==> config.mk <==
export PLATFORM = sky130hd
export DESIGN_NAME = booth_recoder
export DESIGN_NICKNAME = d
export VERILOG_FILES = /design/src/rtl/booth_recoder.sv
export SDC_FILE = /design/constraint.sdc
export NUM_CORES = 1
export LEC_CHECK = 0
export BUFFER_PORTS_ARGS = -buffer_cell sky130_fd_sc_hd__buf_2
export CAP_MARGIN = 20
export CORE_MARGIN = 8
export CORE_UTILIZATION = 40
export CTS_CLUSTER_DIAMETER = 150
export DETAILED_ROUTE_END_ITERATION = 16
export GPL_ROUTABILITY_DRIVEN = 0
export PLACE_DENSITY = 0.64
export SLEW_MARGIN = 40
export SYNTH_ARGS = -nofsm -noshare
export SYNTH_HDL_FRONTEND = slang
export SYNTH_SLANG_ARGS = --single-unit
==> constraint.sdc <==
create_clock -name clk -period 6.5 [get_ports clk]
set_clock_uncertainty 0.15 [all_clocks]
set_input_delay 0.325 -clock clk [delete_from_list [all_inputs] [get_ports clk]]
set_output_delay 0.325 -clock clk [all_outputs]
set_load 0.01 [all_outputs]
==> src/rtl/booth_recoder.sv <==
// rtl/booth_recoder.sv - sequential radix-4 Booth recoder, one select code per handshake
module booth_recoder #(
   parameter bit SKIP_ZERO = 1'b0
) (
   input  logic       clk,
   input  logic       rst_n,
   input  logic       in_valid,
   output logic       in_ready,
   input  logic [7:0] in_data,
   output logic       out_valid,
   input  logic       out_ready,
   output logic [2:0] out_sel,
   output logic [1:0] out_idx,
   output logic       out_last
);

   typedef enum logic {IDLE, EMIT} state_t;

   state_t     state, state_nx;
   logic [8:0] opnd, opnd_nx;
   logic       valid_nx;
   logic [2:0] sel_nx;
   logic [1:0] idx_nx;
   logic       last_nx;

   logic       fire;
   logic       load;
   logic [8:0] new_opnd;
   logic [3:0] new_mask, cur_mask;
   logic [1:0] new_first, new_high, cur_next, cur_high;

   // Triplet (b[2i+1], b[2i], b[2i-1]) to {inv, shift}; zero is always 000
   function automatic logic [2:0] booth_sel(input logic [2:0] t);
      case (t)
         3'b001, 3'b010: return 3'b001;
         3'b011:         return 3'b010;
         3'b100:         return 3'b110;
         3'b101, 3'b110: return 3'b101;
         default:        return 3'b000;
      endcase
   endfunction

   // Operand register bit 0 is the implicit b[-1], so digit i sits at [2i+2:2i]
   function automatic logic [2:0] digit_sel(input logic [8:0] b, input logic [1:0] i);
      return booth_sel(b[{1'b0, i, 1'b0} +: 3]);
   endfunction

   // Which digit positions get emitted; all-zero operands still emit idx 0
   function automatic logic [3:0] emit_mask(input logic [8:0] b);
      logic [3:0] m;
      for (int i = 0; i < 4; i++) begin
         m[i] = (digit_sel(b, 2'(i)) != 3'b000);
      end
      if (!SKIP_ZERO) begin
         m = 4'b1111;
      end else if (m == 4'b0000) begin
         m = 4'b0001;
      end
      return m;
   endfunction

   function automatic logic [1:0] lowest_from(input logic [3:0] m, input logic [2:0] floor);
      logic [1:0] r;
      r = 2'd0;
      for (int i = 3; i >= 0; i--) begin
         if (m[i] && (3'(i) >= floor)) begin
            r = 2'(i);
         end
      end
      return r;
   endfunction

   function automatic logic [1:0] highest(input logic [3:0] m);
      logic [1:0] r;
      r = 2'd0;
      for (int i = 0; i < 4; i++) begin
         if (m[i]) begin
            r = 2'(i);
         end
      end
      return r;
   endfunction

   assign fire      = out_valid & out_ready;
   assign in_ready  = rst_n & ((state == IDLE) | (fire & out_last));
   assign load      = in_valid & in_ready;
   assign new_opnd  = {in_data, 1'b0};
   assign new_mask  = emit_mask(new_opnd);
   assign new_first = lowest_from(new_mask, 3'd0);
   assign new_high  = highest(new_mask);
   assign cur_mask  = emit_mask(opnd);
   assign cur_next  = lowest_from(cur_mask, {1'b0, out_idx} + 3'd1);
   assign cur_high  = highest(cur_mask);

   // Next state and next registered outputs: load wins, otherwise advance on handshake
   always_comb begin
      state_nx = state;
      opnd_nx  = opnd;
      valid_nx = out_valid;
      sel_nx   = out_sel;
      idx_nx   = out_idx;
      last_nx  = out_last;
      if (load) begin
         state_nx = EMIT;
         opnd_nx  = new_opnd;
         valid_nx = 1'b1;
         idx_nx   = new_first;
         sel_nx   = digit_sel(new_opnd, new_first);
         last_nx  = (new_first == new_high);
      end else if (fire) begin
         if (out_last) begin
            state_nx = IDLE;
            valid_nx = 1'b0;
         end else begin
            idx_nx  = cur_next;
            sel_nx  = digit_sel(opnd, cur_next);
            last_nx = (cur_next == cur_high);
         end
      end
   end

   // State, operand and output registers
   always_ff @(posedge clk or negedge rst_n) begin
      if (!rst_n) begin
         state     <= IDLE;
         opnd      <= 9'd0;
         out_valid <= 1'b0;
         out_sel   <= 3'b000;
         out_idx   <= 2'd0;
         out_last  <= 1'b0;
      end else begin
         state     <= state_nx;
         opnd      <= opnd_nx;
         out_valid <= valid_nx;
         out_sel   <= sel_nx;
         out_idx   <= idx_nx;
         out_last  <= last_nx;
      end
   end

endmodule

==> results.json <==
{
  "crit_chain": "inv_1, ha_1, mux2i_1, o22ai_1, ha_1, nor3_1, nor2_1, a22oi_1, o21ai_0",
  "ctsRootBufferMaster": "clkbuf_4",
  "finalNonFillerCells": 124,
  "port-buffer-count": 19,
  "rr_worst_depth": 9,
  "synth_flop_cell": "dfrtp_1",
  "cts_resized": 0,
  "worstSetupStartpoint": "out_idx[0]",
  "dp_hpwl_mm": 1.25,
  "p_seq_share_pct": 36.2,
  "syn-cell-area_um2": 848,
  "syn_area_per_cell_um2": 11.0,
  "synth-edff-count": 0,
  "finalCritPeriodShare_pct": 38.4,
  "muxShareOfSynthArea_pct": 15.3,
  "cts_made_buffers": 3,
  "cts_tree": "yes",
  "drc_errors": 0,
  "cap_violations": 0,
  "hold_start": "in_data[6]",
  "die_h_um": 62.1,
  "final_layout_size_suffix_gt1_share_pct": 35.1,
  "min_period_ps": 2500,
  "finalCoreUtilization_pct": 49.4,
  "slew_headroom_pct": 60.0,
  "grt_max_degree": 18,
  "crit_path_end_kind": "register",
  "synthCells": 77,
  "overflow": 0,
  "yosysSeqAreaShare_pct": 44.2,
  "rsz0062_at_grt": "no",
  "synth_top_family_by_area": "multiplexers",
  "arrival_ps": 2510,
  "clock_latency_ps": 300,
  "area_delta_synth_final_pct": 15.3,
  "final_cell_area_um2": 978,
  "synth_warnings": 0,
  "nets": 116,
  "start_util_pct": 42.8,
  "worstMarginPinSlew_ps": 597,
  "postCtsSetupRepairBufs": 0,
  "cpMostUsedCell": "ha_1",
  "grt_pass1_vias": 577,
  "critPathSlowestCell": "dfrtp_1",
  "cp.required_ps": 6510,
  "p_int_mw": 0.288,
  "ant_nets": 0,
  "post_dp_cell_area_um2": 942,
  "die_w_um": 62.1,
  "timing.fmax_mhz": 400,
  "slew_viol_final": 0,
  "async_reset_ff_share_pct": 100,
  "timing.rr.start": "out_idx[0]",
  "wl_mm": 1.62,
  "synth-compound-area-share_pct": 12.4,
  "placed_cells_incl_taps": 119,
  "drt-initial-drc-count": 18,
  "firstDrtPassIters": 4,
  "yosys.area_share.xor_xnor_pct": 0,
  "design_power_total_mw": 0.479,
  "vias": 606,
  "viasPerCell": 4.89,
  "core_area_um2": 1980,
  "fill_cells": 198,
  "wl_per_cell_um": 13.1,
  "hold_viol_final": 0,
  "clkPwrFrac_pct": 11.3,
  "max_stage_delay_ps": 560,
  "comb_power_share_pct": 52.5,
  "synthAdderAreaFrac_pct": 8.85,
  "cts_max_path_buffers": 2,
  "p_sw_share_pct": 39.9,
  "worstSetupStartpointType": "register",
  "syn_nets": 95,
  "dp_slack_ps": 4010,
  "clock_sinks": 15,
  "whs_ps": 114,
  "antenna_found_initial": 0,
  "grt_usage_pct": 9.51,
  "critPathKind": "register to register",
  "synth_simple_gate_area_share_pct": 13.0,
  "cp_max_fo": 11,
  "tns_ps": 0,
  "io_pins": 20,
  "die-area_um2": 3850,
  "max-vdd-ir-drop_v": 0.000211,
  "htree_levels": 1,
  "synth_cell_types": 27,
  "holdBufCountCts": 1,
  "worstHoldPathCells": 2,
  "power_density_nw_per_um2": 489,
  "placementRows": 16,
  "grt_first_pass_wirelength_mm": 2.56,
  "hold_path.class": "input pin to register",
  "ys_seq_elements": 15,
  "clkTransAtPathRegs_ps": 90,
  "timing.final.ws_setup_ps": 4000,
  "antenna_cells": 0,
  "status": "finished clean",
  "setup_viol": 0,
  "p_leak_nw": 0.480,
  "p_sw_mw": 0.191
}
## state kept, by name (all words and copies together) (netlist names)
signal    cells
out_sel       3
out_idx       2
state         1
out_last      1
opnd          8
## power groups by stage
stage / Sequential (mW) / Combinational, mW / Clock [mW]
5_1_grt: 0.180 / 0.283 / 0.0602
6_report: 0.173 / 0.251 / 0.0541
3_5_place_dp: 0.176 / 0.253 / 0
2_1_floorplan: 0.171 / 0.202 / 0
4_1_cts: 0.175 / 0.255 / 0.0570
3_3_place_gp: 0.174 / 0.246 / 0
## layout by cell type (no fill, tap or decap), types with 2 or more instances in the layout
cell	netlist	layout
buf_2	0	19
mux2_2	6	6
dfrtp_1	15	15
a21oi_1	3	3
nor3_1	2	2
o21ai_0	4	4
nand2_1	5	5
ha_1	6	6
nand2b_1	2	2
clkbuf_4	0	3
nor2_1	6	6
a21bo_2	2	2
mux2i_1	4	4
inv_1	4	4
## kinds of logic (layout without fill, tap and decap cells)
kind of cell,count (synthesis),count (layout)
AND/OR/NAND/NOR,21,21
buffers and inverters,8,28
adder cells (fa/ha/maj),6,6
AO/OA/AOI/OAI,16,16
multiplexers,11,11
flip-flops,15,15
## final timing paths
| path | endpoint | slack [ps] |
|---|---|---|
| worst max-delay path | out_sel[2] | 4000 |
| worst min-delay path | opnd[7] | 110 |
| worst max register to register | out_sel[2] | 4000 |
| worst min register to register | opnd[7] | 350 |
| max in group asynchronous | opnd[7] | 5620 |
| min in group asynchronous | out_last | 310 |
## worst max-delay path: cells and delay by family (launching register included)
| kind | cells | cell delay [ps] |
|---|---|---|
| adders and majority gates | 2 | 660 |
| DFF | 1 | 560 |
| AOI/OAI and AO/OA | 3 | 400 |
| muxes | 1 | 270 |
| and+or+nand+nor | 2 | 230 |
| buffers and inverters | 1 | 90 |
## layout make-up
type / instances / area [um2] / area share, %
well taps: 27 / 33.8 / 3.45
flip-flops and latches: 15 / 375 / 38.4
multi-input cells: 54 / 423 / 43.2
clock buffers: 4 / 26.3 / 2.69
repair buffers: 20 / 105 / 10.7
inverters: 4 / 15.0 / 1.53
## cell usage after synthesis, drive strengths merged (2+ instances only)
library cell   n  share of area [%]
nor2           7                4.0
nand2b         2                1.5
mux2i          4                4.7
nor2b          2                1.5
buf            3                4.0
a21oi          3                1.8
inv            4                1.8
nor3           2                1.2
mux2           6                8.0
dfrtp         15                 44
ha             6                8.8
a21bo          2                2.4
o21ai          5                2.9
nand2          5                2.2
## per-layer routing
layer  global-route usage, %  vias up  share of wire [%]  wire (um)
li1                        -      307                  -          -
met3                    4.73        6                9.8        158
met1                    11.3      274                 44        712
met5                       0        -                  0          0
met4                    5.84        0                2.5         40
met2                    13.3       19                 44        708
Note: power is estimated with default switching activity, not from simulation.
